**config.mk**
```make
export PLATFORM = sky130hd
export DESIGN_NAME = step_tick_sequencer
export DESIGN_NICKNAME = d
export VERILOG_FILES = /design/src/rtl/led_lab_pkg.sv /design/src/rtl/input_debouncer.sv /design/src/rtl/step_tick_sequencer.sv
export SDC_FILE = /design/constraint.sdc
export NUM_CORES = 1
export LEC_CHECK = 0
export ABC_AREA = 1
export CORE_MARGIN = 5
export CORE_UTILIZATION = 34
export CTS_CLUSTER_DIAMETER = 200
export DETAILED_ROUTE_END_ITERATION = 6
export PLACE_DENSITY = 0.49
export SYNTH_ARGS = -nofsm -noshare
export SYNTH_HDL_FRONTEND = slang
export SYNTH_HIERARCHICAL = 1
export SYNTH_SLANG_ARGS = --single-unit
export TNS_END_PERCENT = 50
```
**constraint.sdc**
```tcl
create_clock -name clk -period 1.7 [get_ports clk]
set_clock_uncertainty 0.15 [all_clocks]
set_input_delay 0.17 -clock clk [delete_from_list [all_inputs] [get_ports clk]]
set_output_delay 0.17 -clock clk [all_outputs]
set_load 0.05 [all_outputs]
```
**src/rtl/led_lab_pkg.sv**
```systemverilog
// Shared types and constants for the LED-lab step/tick control path.
// Rate shift constants map rate_sel onto a divided step period.
package led_lab_pkg;

    typedef enum logic {
        RUN   = 1'b0,
        PAUSE = 1'b1
    } run_state_t;

    localparam int CNT_W = 24;

    localparam logic [1:0] RATE_1HZ = 2'd0;
    localparam logic [1:0] RATE_2HZ = 2'd1;
    localparam logic [1:0] RATE_4HZ = 2'd2;
    localparam logic [1:0] RATE_8HZ = 2'd3;

    // Step period in clock cycles for a given base period and rate selection.
    function automatic logic [CNT_W-1:0] step_period(input logic [CNT_W-1:0] base,
                                                     input logic [1:0]       rate);
        logic [CNT_W-1:0] p;
        p = base;
        case (rate)
            RATE_1HZ: p = base;
            RATE_2HZ: p = base >> 1;
            RATE_4HZ: p = base >> 2;
            RATE_8HZ: p = base >> 3;
            default:  p = base;
        endcase
        return p;
    endfunction

endpackage

```
**src/rtl/input_debouncer.sv**
```systemverilog
// Two-flop synchronizer followed by a stability counter: the stable output
// only follows the input after DEBOUNCE_CYCLES consecutive differing cycles.
module input_debouncer #(
    parameter int DEBOUNCE_CYCLES = 200_000
) (
    input  logic clk,
    input  logic reset,
    input  logic raw,
    output logic stable
);

    localparam int CW = $clog2(DEBOUNCE_CYCLES + 1);
    localparam logic [CW-1:0] LAST = CW'(DEBOUNCE_CYCLES - 1);

    logic          sync1_q;
    logic          sync2_q;
    logic [CW-1:0] cnt_q;
    logic          stable_q;

    always_ff @(posedge clk or posedge reset) begin
        if (reset) begin
            sync1_q  <= 1'b0;
            sync2_q  <= 1'b0;
            cnt_q    <= '0;
            stable_q <= 1'b0;
        end else begin
            sync1_q <= raw;
            sync2_q <= sync1_q;
            // Any cycle of agreement restarts the count, so glitches are dropped.
            if (sync2_q == stable_q) begin
                cnt_q <= '0;
            end else if (cnt_q == LAST) begin
                cnt_q    <= '0;
                stable_q <= sync2_q;
            end else begin
                cnt_q <= cnt_q + CW'(1);
            end
        end
    end

    assign stable = stable_q;

endmodule

```
**src/rtl/step_tick_sequencer.sv**
```systemverilog
// Upstream control for the LED pattern FSM: conditions the board inputs and
// produces a one-cycle step_en clock enable at a selectable rate or on demand.
module step_tick_sequencer
    import led_lab_pkg::*;
#(
    parameter int BASE_PERIOD     = 10_000_000,
    parameter int DEBOUNCE_CYCLES = 200_000
) (
    input  logic       clk,
    input  logic       reset,
    input  logic       pb_pause,
    input  logic       pb_step,
    input  logic       dir_sw,
    input  logic [1:0] rate_sel,
    output logic       step_en,
    output logic       dir,
    output logic       running
);

    localparam logic [CNT_W-1:0] BASE = CNT_W'(BASE_PERIOD);
    localparam int SW = $clog2(DEBOUNCE_CYCLES + 3);
    localparam logic [SW-1:0] SETTLE = SW'(DEBOUNCE_CYCLES + 2);

    logic pause_stable;
    logic step_stable;
    logic dir_stable;

    input_debouncer #(.DEBOUNCE_CYCLES(DEBOUNCE_CYCLES)) u_db_pause (
        .clk    (clk),
        .reset  (reset),
        .raw    (pb_pause),
        .stable (pause_stable)
    );

    input_debouncer #(.DEBOUNCE_CYCLES(DEBOUNCE_CYCLES)) u_db_step (
        .clk    (clk),
        .reset  (reset),
        .raw    (pb_step),
        .stable (step_stable)
    );

    input_debouncer #(.DEBOUNCE_CYCLES(DEBOUNCE_CYCLES)) u_db_dir (
        .clk    (clk),
        .reset  (reset),
        .raw    (dir_sw),
        .stable (dir_stable)
    );

    // A button already held at reset reaches its stable value only after the
    // debouncer settles; arming waits for a released level so it cannot act.
    logic [SW-1:0] settle_q;
    logic          pause_armed_q;
    logic          step_armed_q;
    logic          pause_prev_q;
    logic          step_prev_q;
    logic          settled;

    assign settled = (settle_q == SETTLE);

    always_ff @(posedge clk or posedge reset) begin
        if (reset) begin
            settle_q      <= '0;
            pause_armed_q <= 1'b0;
            step_armed_q  <= 1'b0;
            pause_prev_q  <= 1'b0;
            step_prev_q   <= 1'b0;
        end else begin
            if (!settled) begin
                settle_q <= settle_q + SW'(1);
            end
            if (settled && !pause_stable) begin
                pause_armed_q <= 1'b1;
            end
            if (settled && !step_stable) begin
                step_armed_q <= 1'b1;
            end
            pause_prev_q <= pause_stable;
            step_prev_q  <= step_stable;
        end
    end

    logic pause_press;
    logic step_press;

    assign pause_press = pause_armed_q & pause_stable & ~pause_prev_q;
    assign step_press  = step_armed_q & step_stable & ~step_prev_q;

    logic [CNT_W-1:0] period_m1;

    assign period_m1 = step_period(BASE, rate_sel) - CNT_W'(1);

    run_state_t       state_q;
    logic [CNT_W-1:0] cnt_q;
    logic             step_en_q;
    logic             running_q;

    always_ff @(posedge clk or posedge reset) begin
        if (reset) begin
            state_q   <= RUN;
            cnt_q     <= '0;
            step_en_q <= 1'b0;
            running_q <= 1'b1;
        end else begin
            step_en_q <= 1'b0;
            case (state_q)
                RUN: begin
                    // >= so that lowering the period past cnt steps at once.
                    if (cnt_q >= period_m1) begin
                        step_en_q <= 1'b1;
                        cnt_q     <= '0;
                    end else begin
                        cnt_q <= cnt_q + CNT_W'(1);
                    end
                    if (pause_press) begin
                        state_q   <= PAUSE;
                        running_q <= 1'b0;
                        cnt_q     <= '0;
                    end
                end
                PAUSE: begin
                    cnt_q <= '0;
                    if (pause_press) begin
                        state_q   <= RUN;
                        running_q <= 1'b1;
                    end else if (step_press && !step_en_q) begin
                        step_en_q <= 1'b1;
                    end
                end
                default: begin
                    state_q   <= RUN;
                    running_q <= 1'b1;
                    cnt_q     <= '0;
                end
            endcase
        end
    end

    assign step_en = step_en_q;
    assign running = running_q;
    assign dir     = dir_stable;

endmodule

```
[Word level (Yosys, flattened, before mapping)]
Index checks and enable logic that the tools add are counted.
Storage, ports and cells
  bits in writable memories: 0
  word-level logic and storage cells: 81
  memory bits (read-only): 0
  input port bits: 7
  memories kept: 0
  bits in latches: 0
  register bits after elaboration: 112
Cells by class
  bitwise operators: 10
  shifts and indexed selects: 0
  order comparisons: 1
  add/subtract/negate cells: 6
  equality and inequality tests: 12
  muxes and demuxes: 20
  reductions and logical operators: 11
  multiply operators: 0
  divide/modulo/power cells: 0
Operator list (count)
  18-bit two-way mux: 6
  24-bit case mux with 4 select lines: 1
  18-bit by 1-bit adder with 18-bit output (second input constant): 4
  18-bit == test (second input constant): 4
  24-bit two-way mux: 2
  24-bit case mux with 2 select lines: 1
  24-bit by 1-bit adder with 24-bit output (second input constant): 1
  24-bit greater-or-equal comparator: 1
  24-bit by 1-bit subtractor with 24-bit output (second input constant): 1
  2-bit AND reduction: 4
  1-bit two-way mux: 7
  1-bit NOT: 6
  1-bit case mux with 2 select lines: 3
  1-bit bitwise AND: 4
  2-bit == test (second input constant): 2
  2-bit != test (second input constant): 2
  1-bit == test: 3
  1-bit logical AND: 3
  1-bit logical NOT: 3
  2-bit by 1-bit == test with 1-bit output (second input constant): 1
  2-bit logical NOT: 1

[Logic depth before layout (Yosys ltp)]
Gate-level depths: netlist of the first run.
  depth after elaboration: 7
  mapped depth: 14
  gate-level depth less buffers: 14

[Modules after synthesis]
The synthesis of the first run kept the hierarchy.
Modules (own cells, without submodules)
  input_debouncer: instances 3, area each 1109.8 um^2, cells an instance 122, sequential area each 525.5 um^2
  step_tick_sequencer: instances 1, area each 3155.5 um^2, cells an instance 394, sequential area each 1227.4 um^2

[Worst setup path after synthesis of the first run]
No wires, ideal clock.
  path type: input to register
  start point: in rate_sel[0]
  end point: reg cnt_q[3] (netlist name)
  path buffers: 1
  stages: 13
  arrival: 1.652 ns
  path slack: -0.173 ns
  path through: inv_1 > ha_1 > inv_1 > ha_1 > ha_1 > nand2_1 > nand2_1 > nand2_1 > nand3_1 > nand2_2 > nand4_4 > buf_6 > nor2_1
RTL lines
  start: declaration: line step_tick_sequencer.sv:14  | input logic [1:0] rate_sel,

==> results.yml, run 1 <==
sta:
  slew_viol_final: 0
  setup_violations: 25
  fmax_mhz: 515
  worst_pin_slew_ps: 304
  fin_crit_sh_pct: 114
  min_period_ps: 1940
  rsz0062_at_grt: "yes"
  fin_setup_tns_ps: -4300
  setup_ws_ps: -243
  hold_violations: 0
  finalHoldWorstSlack_ps: 93.8
  relSlewSlack_pct: 79.6
global_route:
  antenna_found_initial: 0
  grt_first_pass_wirelength_mm: 23.9
  grt_pass1_vias: 5148
  grt_overflow: 0
  track_usage_pct: 13.1
  grt_max_degree: 45
hold_path:
  hold_end: "u_db_step/sync1_q"
  hold_depth: 1
  holdCritPathClass: "in -> reg"
  hold_start: "pb_step"
die:
  start_util_pct: 34.6
  rows: 50
  die_x_um: 148
  io_pins: 10
  dieArea_mm2: 0.0219
  die_h_um: 148
  core_region_area_mm2: 0.0188
clocking:
  cts_root_buf: "clkbuf_16"
  htree_levels: 3
  cts_buffers: 9
  cts.sinks: 112
  insertion_delay_ps: 360
  clk_pin_slew_ps: 80
  cts_max_path_buffers: 2
  cts_tree: "built"
placement:
  place_congestion: 0.861
  place_area_mm2: 0.00727
  dpl.hpwl_mm: 9.65
  io_buffers: 9
routing:
  drt-total-wl_mm: 13.3
  drtPass1Iterations: 4
  drtAntennaViolNets: 0
  drc: 0
  wl_per_cell_um: 12.4
  vias_per_cell: 4.58
  vias: 4882
  drt_first_iter_violations: 198
logic_synthesis:
  netlist.area_leader.share_pct: 42.8
  syn_avg_cell_area_um2: 8.53
  seq_area_frac_synth_pct: 43.2
  syn-cell-area_mm2: 0.00648
  synthTopCellsByCount: "nor2_1 (147), nand2_1 (136), dfrtp_1 (111)"
  synthDistinctLibCells: 28
  yosys_warnings: 6
  ys.flop_type: "dfrtp_1"
  ys_ff_latch: 112
  synth_edf_count: 0
  syn_inst: 760
  ys_top_cells_by_area: "dfrtp_1 (43%), nor2_1 (8.5%), nand2_1 (7.9%), ha_1 (6.9%), xnor2_1 (5.3%)"
  synth.most_common_cell: "nor2_1"
  async_flop_share_pct: 100
  syn_nets: 803
  synth_top_cell_by_area: "dfrtp_1"
layout:
  layout.area.seq_mm2: 0.00281
  fin_area_mm2: 0.00802
  fin_util_pct: 42.8
  multiInputGateArea_mm2: 0.00369
  drive_above_1_share_pct: 25.8
  n_fill_cell: 1848
  antenna_cells: 0
  layout.nets: 869
  synthToLayoutAreaGrowth_pct: 23.7
run:
  maxCapViolations: 0
worst_setup_path:
  startpoint_type: "flop"
  r2r-start: "cnt_q[19]"
  worst_ep_arrival_time_ps: 2080
  rr_endpoint: "cnt_q[18]"
  path_buf_inv: 2
  path_cells: "ha_4 -> a21oi_2 -> nand2_1 -> a21oi_2 -> nand4_4 -> buf_12 -> buf_16 -> nor2_4"
  worstPathRequired_ps: 1840
  crit_fanout: 6
  crit_slowest_cell: "dfrtp_2"
  cp-end-kind: "flop"
  ff2ff_path_depth: 8
  cpPeakStageDelay_ps: 450
  critPathKind: "reg -> reg"
  crit_family: "flip-flops"
  reg2reg_slack_ps: -240
  crit_path_frequent_cell: "a21oi_2"
status:
  status: "finished with violations"
  violations: "setup timing"
pwr:
  ir_drop_mv: 0.678
  p_total_mw: 5.44
  p_per_area_mw_per_mm2: 678
  leakagePower_nw: 3.55
==> report_power, final <==
part	switching [mW]	internal, mW
sequential	0.0309	2.70
combinational	0.218	0.152
clock	1.03	1.31
==> sequential cells by signal, indices dropped and copies added, names as in the netlist, 18 cells and up <==
| name | flops |
|---|---|
| u_db_pause/cnt_q | 18 |
| u_db_dir/cnt_q | 18 |
| cnt_q | 24 |
| settle_q | 18 |
| u_db_step/cnt_q | 18 |
==> metrics by stage <==
stage | worst slack (ps) | cells
floorplan | -30.2 | 760
global placement | -786 | 1038
detailed placement | -820 | 1038
CTS | -203 | 1066
global route | -316 | 1065
finish | -243 | 1065
==> cell families (layout without fill, tap and decap cells) <==
logic type / after synthesis / count (layout) / share of synthesized area, %
buffers and inverters: 94 / 165 / 5.67
XOR/XNOR: 74 / 74 / 10.3
AND/OR/NAND/NOR: 420 / 420 / 31.8
adder cells (fa/ha/maj): 36 / 36 / 6.95
flip-flops: 112 / 112 / 43.2
AO/OA/AOI/OAI: 24 / 24 / 2.03
==> layer usage <==
layer	GRT usage, %	wire [um]	up-vias
met2	22.8	6500	55
met1	16.7	6180	2316
met5	0	0	-
li1	-	-	2496
met4	2.91	181	0
met3	2.93	394	15
==> worst register-to-register path: stages (launching register included) <==
cell and delay (ps):
dfrtp_2 450, ha_4 270, a21oi_2 160, nand2_1 90
a21oi_2 210, nand4_4 160, buf_12 180, buf_16 150
nor2_4 70
==> layout by cell type, fill, tap and decap left out, drive strengths merged, types with 2 or more instances in the layout <==
| cell type | Yosys | layout |
|---|---|---|
| a21oi | 19 | 19 |
| buf | 2 | 51 |
| bufinv | 0 | 2 |
| clkbuf | 0 | 10 |
| clkdlybuf4s50 | 0 | 4 |
| clkinv | 3 | 6 |
| dfrtp | 111 | 111 |
| ha | 36 | 36 |
| inv | 89 | 91 |
| nand2 | 159 | 159 |
| nand3 | 38 | 38 |
| nand3b | 4 | 4 |
| nand4 | 24 | 24 |
| nor2 | 183 | 183 |
| nor3 | 11 | 11 |
| o21ai | 2 | 2 |
| o21bai | 2 | 2 |
| xnor2 | 39 | 39 |
| xor2 | 35 | 35 |
==> worst max path at each step <==
stage               slack [ps]  depth (start not counted)   endpoint   startpoint
finish                    -240                          8  cnt_q[18]    cnt_q[19]
global placement          -790                         16    step_en  rate_sel[0]
detailed placement        -820                         15    step_en  rate_sel[0]
global route              -320                         10  cnt_q[16]    cnt_q[22]
CTS                       -200                         10   cnt_q[5]    cnt_q[21]
floorplan                  -30                         13   cnt_q[5]  rate_sel[0]
==> what timing repair did <==
item / CTS / global route
hold buffers: 1 / 0
gates cloned: 3 / 0
buffers inserted: 8 / 1
hold endpoints to repair: 4 / 0
endpoints found under the setup margin: 25 / 31
pin swaps: 26 / 17
gates resized for setup: 46 / 38
==> cell type report <==
| type | instances | share of cell area, % |
|---|---|---|
| multi-input cells | 554 | 46.0 |
| flip-flops and latches | 112 | 35.0 |
| repair buffers | 57 | 6.69 |
| inverters | 92 | 4.57 |
| well taps | 234 | 3.65 |
| clock buffers | 9 | 2.81 |
| clock inverters | 7 | 1.28 |
(Power assumes the default switching activity.)
==> run 2, diff against run 1 <==
--- a/config.mk
+++ b/config.mk
@@ -9,6 +9,6 @@
 export CORE_MARGIN = 5
-export CORE_UTILIZATION = 34
+export CORE_UTILIZATION = 50
 export CTS_CLUSTER_DIAMETER = 200
 export DETAILED_ROUTE_END_ITERATION = 6
-export PLACE_DENSITY = 0.49
+export PLACE_DENSITY = 0.67
 export SYNTH_ARGS = -nofsm -noshare
==> constraint.sdc (replaced) <==
create_clock -name clk -period 1.7 [get_ports clk]
set_clock_uncertainty 0.15 [all_clocks]
set_input_delay 0.255 -clock clk [delete_from_list [all_inputs] [get_ports clk]]
set_output_delay 0.255 -clock clk [all_outputs]
set_load 0.05 [all_outputs]
==> run 2 against run 1 <==
Net effect:
- the run still ends with setup timing left
- count of clock-buffer cells in the layout increased by 3
- register-to-register slack got worse by 20 ps
- final cell count shrank 6.0%
- core utilization is 20 points higher
- first-iteration DRC count increased by 9.1%
- routed wire length shrank 0.68%
- global-route usage is 6.0 points higher
- non-clock buffer count fell by 2
- critical path depth rose by 3
- highest routed layer unchanged
==> results.yml, run 2 (synthesized netlist as in run 1, its figures left out) <==
status:
  status: "finished with violations"
  violations: "setup timing"
pwr:
  ir_drop_mv: 0.789
  pwr-share-clk_pct: 39.4
  leakagePower_nw: 3.53
  p_int_mw: 3.90
  p_per_area_mw_per_mm2: 648
  power.share.combinational_pct: 7.4
  p_total_mw: 5.12
  p_seq_share_pct: 53.2
  p_sw_mw: 1.22
  swShare_pct: 23.8
clocking:
  cts_max_path_buffers: 2
  cts_hold_buf: 0
  cts_root_buf: "clkbuf_16"
  insertion_delay_ps: 360
  clk_pin_slew_ps: 80
  cts_tree: "built"
  cts_buffers: 9
  htree_levels: 3
  cts.sinks: 112
layout:
  drive_above_1_share_pct: 25.1
  stdcell_count: 1001
  synthToLayoutAreaGrowth_pct: 22.0
  top_register: "cnt_q"
  layout_commonest_cell: "nand2_1"
  final_cell_mix: "nand2_1 (128), nor2_1 (121), dfrtp_1 (109)"
  layout.nets: 867
  fin_area_mm2: 0.00791
  antenna_cells: 0
  fin_util_pct: 62.4
  largest_reg_flops: 24
die:
  die_h_um: 124
  io_pins: 10
  core_region_area_mm2: 0.0127
  dieArea_mm2: 0.0153
  die_x_um: 124
  rows: 41
  start_util_pct: 51.2
global_route:
  antenna_found_initial: 0
  grt_pass1_vias: 4999
  track_usage_pct: 19.1
  grt_first_pass_wirelength_mm: 23.1
  grt_overflow: 0
  grt_max_degree: 50
worst_setup_path:
  critPathKind: "reg -> reg"
  r2r-start: "cnt_q[22]"
  worst_ep_arrival_time_ps: 2050
  worstPathRequired_ps: 1790
  crit_fanout: 6
  cp-startpoint: "cnt_q[22]"
  startpoint_type: "flop"
  cp-end-kind: "flop"
placement:
  place_congestion: 0.931
  place_area_mm2: 0.00719
  placedCellCount: 973
  dpl.hpwl_mm: 9.46
  pre_cts_slack_ps: -928
  io_buffers: 9
routing:
  drc: 0
  drtAntennaViolNets: 0
  drtPass1Iterations: 4
  wl_per_cell_um: 13.1
  vias: 4948
  drt-total-wl_mm: 13.2
  vias_per_cell: 4.94
  drt_first_iter_violations: 216
sta:
  relSlewSlack_pct: 78.5
  fin_setup_tns_ps: -5060
  worst_pin_slew_ps: 322
  fmax_mhz: 509
  fin_crit_sh_pct: 116
  min_period_ps: 1970
  finalHoldWorstSlack_ps: 149
  hold_violations: 0
  slew_viol_final: 0
  rsz0062_at_grt: "yes"
  setup_violations: 25
  setup_ws_ps: -266
hold_path:
  holdCritPathClass: "in -> async"
run:
  maxCapViolations: 0
==> run 2: cell types whose count changed in the layout (fill, tap and decap cells not counted), sizes merged <==
cell	delta
dlygate4sd3	-1
clkinv	-1
clkbuf	+2
bufinv	-2
==> run 2: per-layer routing <==
| metal | GRT usage [%] | vias up | part of all wire, % |
|---|---|---|---|
| met4 | 6.23 | 0 | 1.8 |
| met3 | 4.36 | 19 | 3.3 |
| met5 | 0 | - | 0 |
| li1 | - | 2496 | - |
| met2 | 31.8 | 62 | 50 |
| met1 | 24.5 | 2371 | 45 |
==> run 2: worst paths after layout <==
kind,endpoint,slack (ps),depth (start not counted)
setup / recovery,cnt_q[16],-270,11
hold / removal,u_db_step/cnt_q[10],150,2
setup reg to reg,cnt_q[16],-270,11
hold reg to reg,u_db_dir/sync2_q,200,0
max in group asynchronous,u_db_step/cnt_q[2],860,3
min in group clk,u_db_dir/sync1_q,190,1
==> run 2: repair_timing <==
action / CTS / global route
gates resized for setup: 65 / 15
setup endpoints to repair: 27 / 27
cloned: 3 / 0
pin swaps: 27 / 7
buffers inserted: 9 / 2
==> run 2: power by group through the flow <==
stage / Clock (mW) / Combinational, mW / Sequential [mW]
CTS: 2.09 / 0.371 / 2.73
finish: 2.02 / 0.378 / 2.73
floorplan: 0 / 0.213 / 2.78
global route: 2.21 / 0.430 / 2.73
global placement: 0 / 0.322 / 2.78
detailed placement: 0 / 0.335 / 2.78
==> run 2: layout make-up <==
type                    instances  area, um2
clock buffers                  12        246
repair buffers                 55        559
fillers                      1087       4760
well taps                     172        215
flip-flops and latches        112       2810
inverters                      92        364
multi-input cells             554       3680
clock inverters                 4       35.0
==> run 2: critical path, cell delays in order (launching register included) <==
cell     delay [ps]
dfrtp_1         440
ha_4            310
nand2_4          50
buf_6           110
nor2_4          120
nand2_2          80
nor2_2           90
nand2_2          80
nand4_4         120
buf_12          140
buf_16          120
nor2_1           40
==> run 3, diff against run 2 <==
PLACE_DENSITY = not set   (was 0.67)
PLACE_DENSITY_LB_ADDON = 0.15   (was not set)
==> run 3 against run 2 <==
Net effect:
- the run still ends with setup timing left
- combinational power barely moved
- critical path depth up 3
- register-to-register slack better by 140 ps
- power grew 2.6%
- largest cell class unchanged
- highest routed layer unchanged
==> results.yml, run 3 (synthesized netlist as in run 1, its figures left out) <==
routing:
  wl_per_cell_um: 13.1
  drtAntennaViolNets: 0
  drc: 0
  wl_met3_um: 460
  drt-total-wl_mm: 13.1
  vias: 5036
  drt_first_iter_violations: 309
  met1_length_mm: 5.76
  dr.max_layer_used: "met4"
  drtPass1Iterations: 4
  vias_per_cell: 5.03
  met2_length_mm: 6.55
global_route:
  grt_pass1_vias: 5102
  track_usage_pct: 18.9
  grt_max_degree: 50
  grt_first_pass_wirelength_mm: 23.3
  grt_overflow: 0
  antenna_found_initial: 0
worst_setup_path:
  worst_ep_arrival_time_ps: 1930
  startpoint_type: "input port"
  crit_slowest_cell: "ha_4"
  crit_path_frequent_cell: "ha_4"
  worstPathRequired_ps: 1790
  path_buf_inv: 4
  crit_fanout: 6
  cp-end-kind: "flop"
  critPathKind: "in -> reg"
  crit_family: "simple AND/OR/NAND/NOR gates"
  path_cells: "buf_8 -> inv_16 -> ha_4 -> inv_4 -> ha_4 -> buf_4 -> ha_4 -> nand2_2 -> nor2_1 -> nand2_1 -> nand3_2 -> nand2_4 -> nand4_4 -> nor2_1"
  cpPeakStageDelay_ps: 270
pwr:
  p_per_area_mw_per_mm2: 664
  ir_drop_mv: 0.629
  leakagePower_nw: 3.57
layout:
  n_fill_cell: 1061
  multiInputGateArea_mm2: 0.00375
  fin_util_pct: 62.4
  top_register: "cnt_q"
  fin_area_mm2: 0.00791
  antenna_cells: 0
  layout.area.seq_mm2: 0.00281
  synthToLayoutAreaGrowth_pct: 22.0
  layout.nets: 867
  drive_above_1_share_pct: 26.9
  final_cell_mix: "nor2_1 (124), nand2_1 (119), dfrtp_1 (109)"
  layout_commonest_cell: "nor2_1"
  stdcell_count: 1001
  largest_reg_flops: 24
clocking:
  cts_root_buf: "clkbuf_16"
  cts_buffers: 9
  insertion_delay_ps: 350
  cts_max_path_buffers: 2
  cts.sinks: 112
  clk_pin_slew_ps: 70
  cts_tree: "built"
  htree_levels: 3
die:
  start_util_pct: 51.2
  io_pins: 10
  core_region_area_mm2: 0.0127
  die_x_um: 124
  dieArea_mm2: 0.0153
  die_h_um: 124
  rows: 41
placement:
  placedCellCount: 973
  dpl.hpwl_mm: 9.25
  place_area_mm2: 0.00717
  place_congestion: 0.886
  io_buffers: 9
sta:
  setup_ws_ps: -143
  fin_crit_sh_pct: 108
  relSlewSlack_pct: 66.0
  fin_setup_tns_ps: -2700
  hold_violations: 0
  worst_pin_slew_ps: 510
  slew_viol_final: 0
  rsz0062_at_grt: "yes"
  setup_violations: 25
  fmax_mhz: 543
  min_period_ps: 1840
run:
  maxCapViolations: 0
status:
  violations: "setup timing"
  status: "finished with violations"
hold_path:
  holdCritPathClass: "in -> async"
## run 3: final timing paths
path	start	end	slack (ps)	cells after the start
max	rate_sel[0]	cnt_q[22]	-140	14
min	reset	u_db_step/stable	20	2
max reg2reg	cnt_q[17]	cnt_q[22]	-130	8
min reg2reg	u_db_dir/sync1_q	u_db_dir/sync2_q	210	0
max in group asynchronous	reset	running	920	3
min in group clk	pb_step	u_db_step/sync1_q	180	1
## run 3: cell type report
class,instances,share of cell area (%)
clock buffers,9,2.85
clock inverters,7,0.996
inverters,92,4.60
multi-input cells,557,47.3
flip-flops and latches,112,35.5
well taps,172,2.72
repair buffers,52,6.02
## run 3: routing by layer
| layer | vias up | global-route usage, % |
|---|---|---|
| met4 | 0 | 5.81 |
| met2 | 85 | 31.9 |
| met5 | - | 0 |
| met3 | 25 | 4.31 |
| li1 | 2500 | - |
| met1 | 2426 | 24.3 |
## run 3: where the power goes
part	switching, mW	internal (mW)
clock	0.994	1.16
combinational	0.227	0.152
sequential	0.0316	2.70
## run 3: through the flow
stage / hold WS, ps / total power [mW] / setup WS [ps]
finish: 19.2 / 5.26 / -143
global route: 36.7 / 5.49 / -191
CTS: 20.2 / 5.30 / -90.7
detailed placement: 191 / 3.11 / -1090
global placement: 184 / 3.10 / -967
floorplan: 81.5 / 2.99 / -115
## run 3: what timing repair did
| item | in CTS | in global routing |
|---|---|---|
| gates resized for setup | 50 | 40 |
| hold buffers | 0 | 0 |
| setup endpoints to repair | 26 | 29 |
| cloned | 3 | 0 |
| setup buffers | 7 | 3 |
| pin swaps | 36 | 21 |
